$ cat config.mk
export PLATFORM = sky130hd
export DESIGN_NAME = instr_cache
export DESIGN_NICKNAME = d
export VERILOG_FILES = /design/src/rtl/cpu_mem_pkg.sv /design/src/rtl/icache_tag_array.sv /design/src/rtl/instr_cache.sv
export SDC_FILE = /design/constraint.sdc
export NUM_CORES = 1
export LEC_CHECK = 0
export CORE_ASPECT_RATIO = 0.75
export CORE_MARGIN = 4
export CORE_UTILIZATION = 35
export CTS_BUF_LIST = sky130_fd_sc_hd__clkbuf_8
export DETAILED_ROUTE_END_ITERATION = 16
export PLACE_DENSITY = 0.52
export SETUP_SLACK_MARGIN = 0.2
export SLEW_MARGIN = 20
export SYNTH_ARGS = -nofsm -noshare
export SYNTH_HDL_FRONTEND = slang
export SYNTH_SLANG_ARGS = --single-unit
$ cat constraint.sdc
create_clock -name CLK -period 13 [get_ports CLK]
set_input_delay 2.6 -clock CLK [delete_from_list [all_inputs] [get_ports CLK]]
set_output_delay 2.6 -clock CLK [all_outputs]
set_load 0.01 [all_outputs]
$ cat src/rtl/cpu_mem_pkg.sv
// Shared definitions for the instruction-side memory hierarchy:
// cache state encoding, line/word geometry, and PC field positions.
package cpu_mem_pkg;

  localparam int ADDR_W        = 10;
  localparam int NUM_BLOCKS    = 8;
  localparam int WORDS_PER_BLK = 4;
  localparam int WORD_W        = 32;
  localparam int LINE_W        = 128;
  localparam int OFF_W         = 2;
  localparam int IDX_W         = 3;
  localparam int TAG_W         = 3;
  localparam int BLK_ADDR_W    = 6;
  localparam int STAT_W        = 16;

  // Bit positions of the fields inside the byte address
  localparam int OFF_LSB = 2;
  localparam int IDX_LSB = OFF_LSB + OFF_W;
  localparam int TAG_LSB = IDX_LSB + IDX_W;

  typedef enum logic [1:0] {
    IDLE     = 2'd0,
    MEM_READ = 2'd1,
    UPDATE   = 2'd2
  } icache_state_t;

  // Select one 32-bit word out of a 128-bit line; word0 sits in the low bits
  function automatic logic [WORD_W-1:0] line_word(input logic [LINE_W-1:0] line,
                                                  input logic [OFF_W-1:0]  off);
    return line[off*WORD_W +: WORD_W];
  endfunction

endpackage

$ cat src/rtl/icache_tag_array.sv
// Valid bits and tags for the direct-mapped instruction cache, with the
// combinational hit compare. RESET clears every valid bit asynchronously.
module icache_tag_array
  import cpu_mem_pkg::*;
(
  input  logic             CLK,
  input  logic             RESET,
  input  logic [IDX_W-1:0] lookup_index,
  input  logic [TAG_W-1:0] lookup_tag,
  output logic             hit,
  input  logic             write_en,
  input  logic [IDX_W-1:0] write_index,
  input  logic [TAG_W-1:0] write_tag
);

  logic [NUM_BLOCKS-1:0] valid_reg;
  logic [TAG_W-1:0]      tag_reg [NUM_BLOCKS];

  // Install the tag of a freshly filled line and mark it valid
  always_ff @(posedge CLK or posedge RESET) begin
    if (RESET) begin
      valid_reg <= '0;
      for (int i = 0; i < NUM_BLOCKS; i++) begin
        tag_reg[i] <= '0;
      end
    end else if (write_en) begin
      valid_reg[write_index] <= 1'b1;
      tag_reg[write_index]   <= write_tag;
    end
  end

  // Hit when the indexed line holds the requested tag
  always_comb begin
    hit = valid_reg[lookup_index] && (tag_reg[lookup_index] == lookup_tag);
  end

endmodule

$ cat src/rtl/instr_cache.sv
// Direct-mapped read-only instruction cache: 8 lines of 4 words, combinational
// hit path, stall-and-fill on a miss through a three-state FSM.
// Optional build macro ICACHE_STATS_EN adds saturating hit/miss counters.
module instr_cache
  import cpu_mem_pkg::*;
(
  input  logic                  CLK,
  input  logic                  RESET,
  input  logic [31:0]           PC,
  output logic [WORD_W-1:0]     INSTRUCTION,
  output logic                  BUSYWAIT,
  output logic                  mem_read,
  output logic [BLK_ADDR_W-1:0] mem_address,
  input  logic [LINE_W-1:0]     mem_readdata,
  input  logic                  mem_busywait
`ifdef ICACHE_STATS_EN
  ,
  output logic [STAT_W-1:0]     hit_count,
  output logic [STAT_W-1:0]     miss_count
`endif
);

  // Address fields; bits above the 1 KiB window and the byte offset are ignored
  logic [OFF_W-1:0] pc_offset;
  logic [IDX_W-1:0] pc_index;
  logic [TAG_W-1:0] pc_tag;
  logic             unused_pc_bits;

  assign pc_offset      = PC[IDX_LSB-1:OFF_LSB];
  assign pc_index       = PC[TAG_LSB-1:IDX_LSB];
  assign pc_tag         = PC[ADDR_W-1:TAG_LSB];
  assign unused_pc_bits = ^{PC[31:ADDR_W], PC[OFF_LSB-1:0]};

  icache_state_t           state_reg, state_next;
  logic [BLK_ADDR_W-1:0]   blk_addr_reg;
  logic [LINE_W-1:0]       fill_data_reg;
  logic [LINE_W-1:0]       data_reg [NUM_BLOCKS];
  logic                    hit;
  logic                    busy_fsm;
  logic                    fill_we;
  logic [IDX_W-1:0]        fill_index;
  logic [TAG_W-1:0]        fill_tag;

  assign fill_we    = (state_reg == UPDATE);
  assign fill_index = blk_addr_reg[IDX_W-1:0];
  assign fill_tag   = blk_addr_reg[BLK_ADDR_W-1:IDX_W];

  icache_tag_array u_tag_array (
    .CLK          (CLK),
    .RESET        (RESET),
    .lookup_index (pc_index),
    .lookup_tag   (pc_tag),
    .hit          (hit),
    .write_en     (fill_we),
    .write_index  (fill_index),
    .write_tag    (fill_tag)
  );

  // State register plus the latched miss address and the captured memory block
  always_ff @(posedge CLK or posedge RESET) begin
    if (RESET) begin
      state_reg     <= IDLE;
      blk_addr_reg  <= '0;
      fill_data_reg <= '0;
    end else begin
      state_reg <= state_next;
      if (state_reg == IDLE && !hit) begin
        blk_addr_reg <= {pc_tag, pc_index};
      end
      if (state_reg == MEM_READ && !mem_busywait) begin
        fill_data_reg <= mem_readdata;
      end
    end
  end

  // Line data needs no reset: the valid bits guard every read
  always_ff @(posedge CLK) begin
    if (fill_we) begin
      data_reg[fill_index] <= fill_data_reg;
    end
  end

  // Next-state and memory-side outputs; the fill always targets the latched address
  always_comb begin
    state_next  = state_reg;
    busy_fsm    = 1'b0;
    mem_read    = 1'b0;
    mem_address = '0;
    case (state_reg)
      IDLE: begin
        busy_fsm = !hit;
        if (!hit) begin
          state_next = MEM_READ;
        end
      end
      MEM_READ: begin
        busy_fsm    = 1'b1;
        mem_read    = 1'b1;
        mem_address = blk_addr_reg;
        if (!mem_busywait) begin
          state_next = UPDATE;
        end
      end
      UPDATE: begin
        busy_fsm   = 1'b1;
        state_next = IDLE;
      end
      default: begin
        state_next = IDLE;
      end
    endcase
  end

  // CPU-side outputs are forced quiet while RESET is held
  always_comb begin
    BUSYWAIT    = busy_fsm && !RESET;
    INSTRUCTION = '0;
    if (!RESET && !busy_fsm) begin
      INSTRUCTION = line_word(data_reg[pc_index], pc_offset);
    end
  end

`ifdef ICACHE_STATS_EN
  // Saturating event counters: a hit per IDLE cycle with a hit, a miss per fill start
  always_ff @(posedge CLK or posedge RESET) begin
    if (RESET) begin
      hit_count  <= '0;
      miss_count <= '0;
    end else if (state_reg == IDLE) begin
      if (hit) begin
        if (hit_count != {STAT_W{1'b1}}) begin
          hit_count <= hit_count + 1'b1;
        end
      end else begin
        if (miss_count != {STAT_W{1'b1}}) begin
          miss_count <= miss_count + 1'b1;
        end
      end
    end
  end
`endif

endmodule

After elaboration in Yosys (flattened, before gate mapping). Memory sizes are Yosys's and may differ from the RTL's. Index checks and enable logic that the tools add are counted.

Input bits: 163. Register bits after elaboration: 168. Memories: 1. Bits in latches: 0. Memory bits (read-only): 0. Output and inout bits: 40. RAM bits: 1024.

Multipliers: 0. Mux-type cells: 19. Shift operators: 1. Reduce and logical (&&, ||, !) cells: 14. Equal/unequal tests: 5. Magnitude comparators: 6. Divide/modulo/power cells: 0. Add/sub/neg operators: 0. Bitwise gates (word level): 3.

Memories: data_reg (words 8, width 128, rd ports 1, clocked after Yosys merged registers in 0, wr ports 1, line instr_cache.sv:37) `logic [LINE_W-1:0] data_reg [NUM_BLOCKS];`.

Operators with widths (number): 128-bit by 8-bit variable part select with 32-bit output (1); 32-bit two-way mux (1); 24-bit bitwise mux (1); 3-bit binary-select mux with 3-bit select (1); 3-bit demux with 3-bit select (1); 3-bit two-way mux (3); 4-bit greater-or-equal comparator, second input constant (2); 3-bit by 4-bit less-than comparator with 1-bit output, second input constant (2); 3-bit inverter with 4-bit output (2); 8-bit OR (1); 1-bit logical AND (7); 6-bit two-way mux (1); 1-bit two-way mux (5); 1-bit zero test (4); 4-bit by 1-bit less-than comparator with 1-bit output, second input constant (1); 2-bit two-way mux (2); 2-bit inequality test, second input constant (2); 2-bit case mux with 2 select lines (1); 1-bit binary-select mux with 3-bit select (1); 1-bit demux with 3-bit select (1); 3-bit == test (1); 3-bit by 1-bit greater-or-equal comparator with 1-bit output, second input constant (1); 2-bit by 1-bit == test with 1-bit output, second input constant (1); 2-bit == test, second input constant (1); 4 further kinds (4).

Longest topological paths before layout. Gate-level depths: netlist of run 1.

Depth in word-level cells: 11. Gate-level depth with buffers: 11. Gate-level depth less buffers: 7.

Cells and area by module. A second synthesis of run 1 with hierarchy kept.

Cells, all modules: 2035. Area total of the unflattened synthesis: 46116.7 sq um.

Modules (own cells, without submodules): instr_cache (cells each 1939, times used 1, area an instance 44617.8 sq um); icache_tag_array (cells each 96, times used 1, area an instance 1498.9 sq um).

Worst setup path before layout of run 1. No wires, ideal clock.

Path kind: register to register. Start: reg state_reg[0]. End: reg u_tag_array.tag_reg[21] (netlist bit). Setup slack: 2031 ps. Library setup time: 111 ps. Cell stages (with the launch flop): 6. Period minus slack after synthesis: 10969 ps. Arrival: 10858 ps. Cell sequence: dfrtp_1 > inv_1 > ha_1 > nand2b_1 > nor3_1 > mux2_2.

Word-level cells in the longest chain between the ends: 1.

RTL lines: start, declared (line instr_cache.sv:34) `icache_state_t state_reg, state_next;`; start signal, assigned (line instr_cache.sv:66) `state_reg <= state_next;`; 2-bit == test (line instr_cache.sv:44) `assign fill_we = (state_reg == UPDATE);`; end signal, assigned by index (line icache_tag_array.sv:28) `tag_reg[write_index] <= write_tag;`; end, declared (line icache_tag_array.sv:17) `logic [TAG_W-1:0] tag_reg [NUM_BLOCKS];`.

Every way passes these cells. A chain may end at the register's enable or synchronous reset.

Worst setup path in the final report of run 1.
Start: in PC[4]. End: out INSTRUCTION[8].

Word-level cells in the longest chain between the ends: 11.

RTL lines: start, declared (line instr_cache.sv:9) `input logic [31:0] PC,`; branches (longest 10 deep; another with memory read 8 x 128 bit); 32-bit two-way mux * (line instr_cache.sv:118) `if (!RESET && !busy_fsm) begin`; end, declared (line instr_cache.sv:10) `output logic [WORD_W-1:0] INSTRUCTION,`.

Mark *: on every way between the ends. The select of a mux whose other input is x is not followed.

==> results of run 1 <==
per-layer routing:
| metal | vias to the layer above | global-route usage (%) | share of wire, % |
|---|---|---|---|
| li1 | 10400 | - | - |
| met1 | 12900 | 23.1 | 44 |
| met2 | 639 | 28.9 | 49 |
| met3 | 171 | 3.49 | 5.1 |
| met4 | 0 | 4.95 | 2.0 |
| met5 | - | 0 | 0 |
power by group:
group	switching, mW	leakage (nW)	internal, mW
Combinational	0.724	5.01	0.595
Sequential	0.560	11.2	5.16
Clock	1.47	2.12	1.61
worst max-delay path, delay by kind of cell:
kind / cells / cell delay (ns)
compound gates: 2 / 0.29
buf+inv: 4 / 3.01
mux: 1 / 0.18
simple gates: 3 / 0.82
synthesized netlist by cell type, drive strengths merged:
cell    instances  area (µm²)
edfxtp       1024       30700
mux2i         254        2540
dfrtp         168        4200
mux2          162        1820
mux4          130        2930
nand2         129         484
nor2           99         372
clkbuf         78         293
o22ai          69         445
buf            65         380
a21oi          64         320
o221ai         64         561
nor3           35         220
o21ai          34         170
a311oi         30         263
inv            11        41.3
nand2b          9        56.3
and2            8        50.1
or2             7        43.8
ha              5        62.6
a221oi          3        26.3
a211oi          2        20.0
a22oi           2        15.0
a31o            2        17.5
a32oi           1        8.76
a41oi           1        27.5
clkinv          1        3.75
nand3           1        5.00
nand4           1        6.26
nand4b          1        8.76
nor2b           1        6.26
nor4b           1        23.8
o21a            1        7.51
o31ai           1        7.51
xnor2           1        16.3
kinds of logic (layout without fill, tap and decap cells):
group | after synthesis | count (layout)
AND/OR/NAND/NOR | 292 | 292
XOR/XNOR | 1 | 1
other | 0 | 3
adder cells (fa/ha/maj) | 5 | 5
flip-flops | 1192 | 1192
multiplexers | 546 | 546
AO/OA/AOI/OAI | 274 | 274
buffers and inverters | 155 | 572
final cells by class:
cell class	instances	area, µm²
fillers	11700	77400
flip-flops and latches	1192	35000
inverters	12	75.1
clock buffers	211	2900
well taps	1755	2200
clock inverters	128	738
multi-input cells	1118	10600
diodes	3	7.51
repair buffers	221	2160
worst paths after layout:
path / startpoint / endpoint / slack (ns) / cells after the start
max: PC[4] / INSTRUCTION[8] / 3.25 / 10
min: u_tag_array.valid_reg[3]$_DFFE_PP0P_ / u_tag_array.valid_reg[3]$_DFFE_PP0P_ / 0.47 / 1
max reg2reg: state_reg[0]$_DFFE_PP0P_ / data_reg[4][36]$_DFFE_PP_ / 8.63 / 7
min reg2reg: u_tag_array.valid_reg[3]$_DFFE_PP0P_ / u_tag_array.valid_reg[3]$_DFFE_PP0P_ / 0.47 / 1
max in group asynchronous: RESET / fill_data_reg[3]$_DFFE_PP0P_ / 8.98 / 4
min in group asynchronous: RESET / state_reg[0]$_DFFE_PP0P_ / 2.24 / 2
==> run metrics, run 1 <==
YS warnings=0; first-pass GRT wire length=174 mm; Tmin final=about 9.7 ns; total power=10.1 mW; Horiz. Die Dim=428 µm; Adder-Cell Fraction of Synth Area=0.135%; Port Buf Inserts=178; layout cells sized above 1=21.6%; Leakage=18.4 nW; Post-Synth XOR/XNOR Area=less than 1%; Post-CTS Setup Inserts=0; Iter 0 DRT Violations=1727; CORE AREA=131000 µm²; Mapped Area=roughly 46000 µm²; Post-Synth Simple-Gate Area=2.76%; main combinational cell family by area after synthesis=multiplexers; final setup fails=0; Finished Cell Area=53600 µm²; initial core utilization=between 30% and 40%; area delta synth->final=16.1%; syn nets=2633; synth unique cells=43; # clock sinks=approximately 1200; TNS Setup=0 ns; FMAX=0.103 GHz; clock-pin slew on the worst setup and hold paths=about 0.06 ns; Routed WL=119 mm; # DRC=0; Worst-Skew Late Latency=0.87 ns; slowest CP cell=buf_4; Worst path max stage delay=0.92 ns; unrepaired setup endpoints after global routing=no; Max VDD drop=~0.10 mV; Clock Tree Buf Depth=3; DR pass1 iterations=5; Total Routing Usage GR=17.3%; io pins=203; area post-placement=50000 µm²; worst min path class=reg -> reg; fin crit share=between 70 and 80%; TritonCTS clock tree=built; Final WS setup=3.25 ns; Mapped Cells=2465; initial antenna violation count=3; antenna-violating nets left=0; Root Buffer=clkbuf_8; Placed Cells incl. Taps=4297; GP Congestion=0.746; Synth Area in Compound Gates=4.09%; Max Cap Violations=0; FP Rows=115; area of the die=138000 µm²; Critical Path End Type=output port; register area share after synthesis=75.6%; CP Class=in -> out; CP Cell Sequence=buf_8 -> buf_4 -> buf_4 -> mux2i_1 -> o22ai_1 -> nor2_1 -> nor2_1 -> a311oi_1 -> nor3_1 -> clkdlybuf4s50_1; mux contribution to synthesized area=15.8%; FF+latch count, synth=1192; WHS=0.472 ns; Syn Area/Cell=18.7 µm²; most frequent cells in the layout=1024 x edfxtp_1, 254 x mux2i_1, 211 x clkbuf_8; count of hold-fix buffers inserted at cts=0; Setup Slack @ Placement=3.25 ns; grt total ovfl=0; startpoint types=input pin; status=complete, no violations; Final Non-Filler Cells=approximately 4600; pwr dens=188 nW/µm²; via count=24100; largest net degree at the start of global routing=120; DR WL/cell=25.7 µm; most common cell after layout, fill and taps aside=edfxtp_1; DP Wirelength=61.6 mm; Arr. time, crit path=7.15 ns; TritonCTS buffer count=182; clk_skew=between 0.02 and 0.025 ns; Max H-tree Level=4; final max-slew violation count=0; vias in the first global route=25800; Die Height=323 µm; relative slew slack=24.9%; Slew @ Worst Pin=1.13 ns; nets@finish=2895; Post-CTS Resized=0; max reg flops=1024; Fin. Hold Viols=0; Req. time, crit path=~10 ns; CP max FO=70; Final Util=40.9%; vias per inst=about 5.2
(Power assumes the default switching activity.)
==> run 2, diff against run 1 <==
- clock period: 13 -> 9.05 ns (I/O delays scaled with it)
==> run metrics, run 2 (synthesis results as in run 1) <==
Fin. Hold Viols=0; layout cells sized above 1=21.6%; Hold Crit Depth=1; count of hold-fix buffers inserted at cts=0; Int Pwr=10.5 mW; Iter 0 DRT Violations=1571; Final Non-Filler Cells=4651; Worst Hold Launch=u_tag_array.valid_reg[2]$_DFFE_PP0P_; Reg2Reg Launch Point=state_reg[0]$_DFFE_PP0P_; Worst Hold End=u_tag_array.valid_reg[2]$_DFFE_PP0P_; initial antenna violation count=1; Worst path max stage delay=0.67 ns; Clock Tree Buf Depth=3; area delta synth->final=16.0%; FMAX=between 0.1 and 0.15 GHz; FP Rows=approximately 120; initial core utilization=35.3%; nets@finish=2905; FF-to-FF path depth=6; sw frac=27.6%; Logic pwr share=13.0%; TritonCTS clock tree=built; Post-CTS Resized=0; RR Endpoint=data_reg[0][5]$_DFFE_PP_; status=complete, no violations; Tmin final=between 7 and 8 ns; first-pass GRT wire length=about 170 mm; Req. time, crit path=7.24 ns; CORE AREA=131000 µm²; Leakage=18.4 nW; Horiz. Die Dim=428 µm; DR pass1 iterations=5; Critical Path End Type=output port; clock-pin slew on the worst setup and hold paths=~0.06 ns; Final Util=40.9%; Total Routing Usage GR=17.1%; largest net degree at the start of global routing=around 110; # clock sinks=1192; Arr. time, crit path=about 5.6 ns; startpoint types=input pin; DR WL/cell=25.4 µm; Root Buffer=clkbuf_8; io pins=around 200; GP Congestion=0.732; CP Cell Sequence=buf_8 -> buf_12 -> buf_4 -> mux2i_1 -> o221ai_1 -> a21oi_1 -> nor2_1 -> a311oi_1 -> nor3_1 -> clkdlybuf4s50_1; TNS Setup=0 ns; worst min path class=reg -> reg; slowest CP cell=buf_4; unrepaired setup endpoints after global routing=no; Routed WL=between 100 and 150 mm; Max VDD drop=0.155 mV; CP Class=in -> out; Net Switching=3.99 mW; TritonCTS buffer count=184; Max Cap Violations=0; fin crit share=82.1%; final max-slew violation count=0; grt total ovfl=0; vias in the first global route=between 20000 and 30000; vias per inst=5.18; Reg2Reg Setup Slack=5.47 ns; CP max FO=~110; antenna-violating nets left=0; area of the die=138000 µm²; Post-CTS Setup Inserts=0; Max H-tree Level=4; Port Buf Inserts=~180; final setup fails=0; # DRC=0; Die Height=about 320 µm; max reg flops=~1000; most frequent cells in the layout=1024 x edfxtp_1, 254 x mux2i_1, 198 x clkbuf_8; pwr dens=269 nW/µm²; Slew @ Worst Pin=1.10 ns; clock share of power=29.9%; Placed Cells incl. Taps=between 4000 and 5000; via count=24100; most common cell after layout, fill and taps aside=edfxtp_1; sequential share of power=57.1%; DP Wirelength=roughly 62 mm; relative slew slack=a little over a quarter; clk_skew=0.0421 ns; Worst-Skew Late Latency=0.88 ns
==> run 2: cell count changes in the layout (fill, tap and decap cells not counted), sizes merged <==
cell | before | now
clkbuf | 211 | 198
inv | 88 | 97
buf | 48 | 56
clkinv | 43 | 51
bufinv | 6 | 5
clkinvlp | 3 | 4
diode | 3 | 2
==> run 2: per-layer routing <==
metal	GRT usage, %	routed length (µm)
met1	22.2	50300
met2	28.6	58200
met3	3.39	6080
met4	6.26	3310
met5	0	0
==> run 2: how the worst max path moves through the flow <==
stage | from | endpoint | slack, ns | cells after the start
after global routing | PC[4] | INSTRUCTION[1] | 1.28 | 10
after floorplan | state_reg[0]$_DFFE_PP0P_ | u_tag_array.tag_reg[18]$_DFFE_PP0P_ | 1.84 | 5
after CTS | PC[4] | INSTRUCTION[1] | 1.58 | 10
final | PC[4] | INSTRUCTION[1] | 1.62 | 10
after detailed placement | PC[4] | INSTRUCTION[1] | 1.59 | 10
after global placement | PC[4] | INSTRUCTION[1] | 1.60 | 10
==> run 2: power groups by stage <==
| stage | logic, mW | clock network [mW] | registers (mW) |
|---|---|---|---|
| final | 1.88 | 4.32 | 8.24 |
| after global routing | 2.04 | 4.72 | 8.40 |
| after CTS | 1.93 | 4.47 | 8.27 |
| after detailed placement | 1.91 | 0 | 8.39 |
| after global placement | 1.90 | 0 | 8.27 |
| after floorplan | 1.23 | 0 | 8.03 |
==> run 2: through the flow <==
step                      power, mW  cell area, µm²  hold WS [ns]  setup slack [ns]
after floorplan                9.27           46200         0.429              1.84
after global placement         10.2           50000         0.444              1.60
after detailed placement       10.3           50000         0.457              1.59
after CTS                      14.7           53600         0.471              1.58
after global routing           15.2           53600         0.482              1.28
final                          14.4           53600         0.468              1.62
==> run 2: area by class of cell <==
class	count	area, µm²
multi-input cells	1118	10600
fillers	11700	77500
inverters	12	73.8
flip-flops and latches	1192	35000
repair buffers	229	2220
diodes	2	5.00
clock buffers	198	2730
well taps	1755	2200
clock inverters	145	825
==> run 2: worst max-delay path, delay by kind of cell <==
kind / cells / cell delay [ns]
buf+inv: 4 / 2.43
simple gates: 2 / 0.68
compound gates: 3 / 0.38
mux: 1 / 0.16
==> run 3, diff against run 2 <==
- PLACE_DENSITY: 0.52 -> 0.54
- clock period: 9.05 -> 6.8 ns (I/O delays scaled with it)
==> run metrics, run 3 (synthesis results as in run 1) <==
vias per inst=5.17; nets@finish=2902; most frequent cells in the layout=1024 x edfxtp_1, 254 x mux2i_1, 194 x clkbuf_8; pwr dens=356 nW/µm²; unrepaired setup endpoints after global routing=no; Max Cap Violations=0; first-pass GRT wire length=between 150 and 200 mm; Hold Crit Depth=1; initial antenna violation count=1; Root Buffer=clkbuf_8; Iter 0 DRT Violations=1946; Port Buf Inserts=178; Post-CTS Resized=0; DP Wirelength=between 50 and 60 mm; Worst-Skew Late Latency=0.87 ns; worst min path class=reg -> reg; Total Routing Usage GR=between 10% and 20%; FP Rows=around 120; Die Height=323 µm; Horiz. Die Dim=about 430 µm; count of hold-fix buffers inserted at cts=0; max reg flops=1024; Req. time, crit path=5.44 ns; Worst path max stage delay=0.83 ns; Final Util=between 40 and 50%; Leakage=approximately 18 nW; Arr. time, crit path=roughly 4.9 ns; GP Congestion=0.738; DR pass1 iterations=5; area delta synth->final=15.9%; final setup fails=0; CORE AREA=131000 µm²; Placed Cells incl. Taps=between 4000 and 5000; Slew @ Worst Pin=1.08 ns; # clock sinks=1192; final max-slew violation count=0; Clock Tree Buf Depth=3; Routed WL=between 100 and 150 mm; Post-CTS Setup Inserts=0; area of the die=138000 µm²; startpoint types=input pin; fin crit share=91.6%; Max H-tree Level=4; vias in the first global route=25200; layout cells sized above 1=21.3%; # DRC=0; DR WL/cell=25.3 µm; initial core utilization=between 30% and 40%; TNS Setup=0 ns; Final Non-Filler Cells=~4600; Critical Path End Type=output port; slowest CP cell=nor3_1; clock-pin slew on the worst setup and hold paths=0.06 ns; via count=24000; CP Class=in -> out; CP Cell Sequence=buf_8 -> mux2_2 -> o22ai_1 -> nor3_2 -> nor4b_4 -> a41oi_4 -> nor3_1 -> clkdlybuf4s50_1; Tmin final=around 6.2 ns; largest net degree at the start of global routing=117; FMAX=0.161 GHz; status=complete, no violations; CP max FO=32; Max VDD drop=0.202 mV; most common cell after layout, fill and taps aside=edfxtp_1; Reg2Reg Setup Slack=3.70 ns; Fin. Hold Viols=0; grt total ovfl=0; TritonCTS buffer count=182; TritonCTS clock tree=built; FF-to-FF path depth=5; relative slew slack=28.2%; io pins=203; antenna-violating nets left=0; clk_skew=0.0385 ns
## run 3: cell type report
cell class / count / area, µm²
timing repair buffer: 228 / 2330
fill: 11600 / 77500
clock inverter: 142 / 727
clock buffer: 194 / 2670
sequential: 1192 / 35000
multi-input combinational: 1118 / 10600
inverter: 12 / 75.1
antenna: 3 / 7.51
tap: 1755 / 2200
## run 3: path summary, 6_finish.rpt
kind                                                            from                                    to
worst min register to register  u_tag_array.valid_reg[0]$_DFFE_PP0P_  u_tag_array.valid_reg[0]$_DFFE_PP0P_
max in group asynchronous                                      RESET        fill_data_reg[101]$_DFFE_PP0P_
worst min-delay path            u_tag_array.valid_reg[0]$_DFFE_PP0P_  u_tag_array.valid_reg[0]$_DFFE_PP0P_
worst max-delay path                                           PC[4]                        INSTRUCTION[2]
min in group asynchronous                                      RESET              state_reg[0]$_DFFE_PP0P_
worst max register to register              state_reg[0]$_DFFE_PP0P_             data_reg[7][97]$_DFFE_PP_
## run 3: routing by layer
metal / global-route usage, % / routed length [µm]
met5: 0 / 0
met3: 3.09 / 6510
met1: 23.2 / 51200
met4: 4.85 / 1970
met2: 28.2 / 57900
## run 3: critical path: cells and delay by family
family,cells,cell delay [ns]
buffers and inverters,2,0.93
AO/OA/AOI/OAI,2,0.71
multiplexers,1,0.38
AND/OR/NAND/NOR,3,1.42
## run 3: through the flow
| step | area (µm²) | setup slack (ns) | power (mW) | hold WS (ns) |
|---|---|---|---|---|
| 2_1_floorplan | 46200 | -0.409 | 12.3 | 0.429 |
| 3_3_place_gp | 50200 | 0.453 | 13.5 | 0.445 |
| 3_5_place_dp | 50200 | 0.520 | 13.7 | 0.450 |
| 4_1_cts | 53600 | 0.513 | 19.3 | 0.468 |
| 5_1_grt | 53600 | 0.511 | 20.0 | 0.476 |
| 6_report | 53600 | 0.570 | 19.0 | 0.462 |
## run 3: power by group
| group | internal, mW | switching, mW | total (mW) |
|---|---|---|---|
| sequential | 9.86 | 1.11 | 11.0 |
| clock | 2.77 | 2.78 | 5.54 |
| combinational | 1.16 | 1.37 | 2.53 |
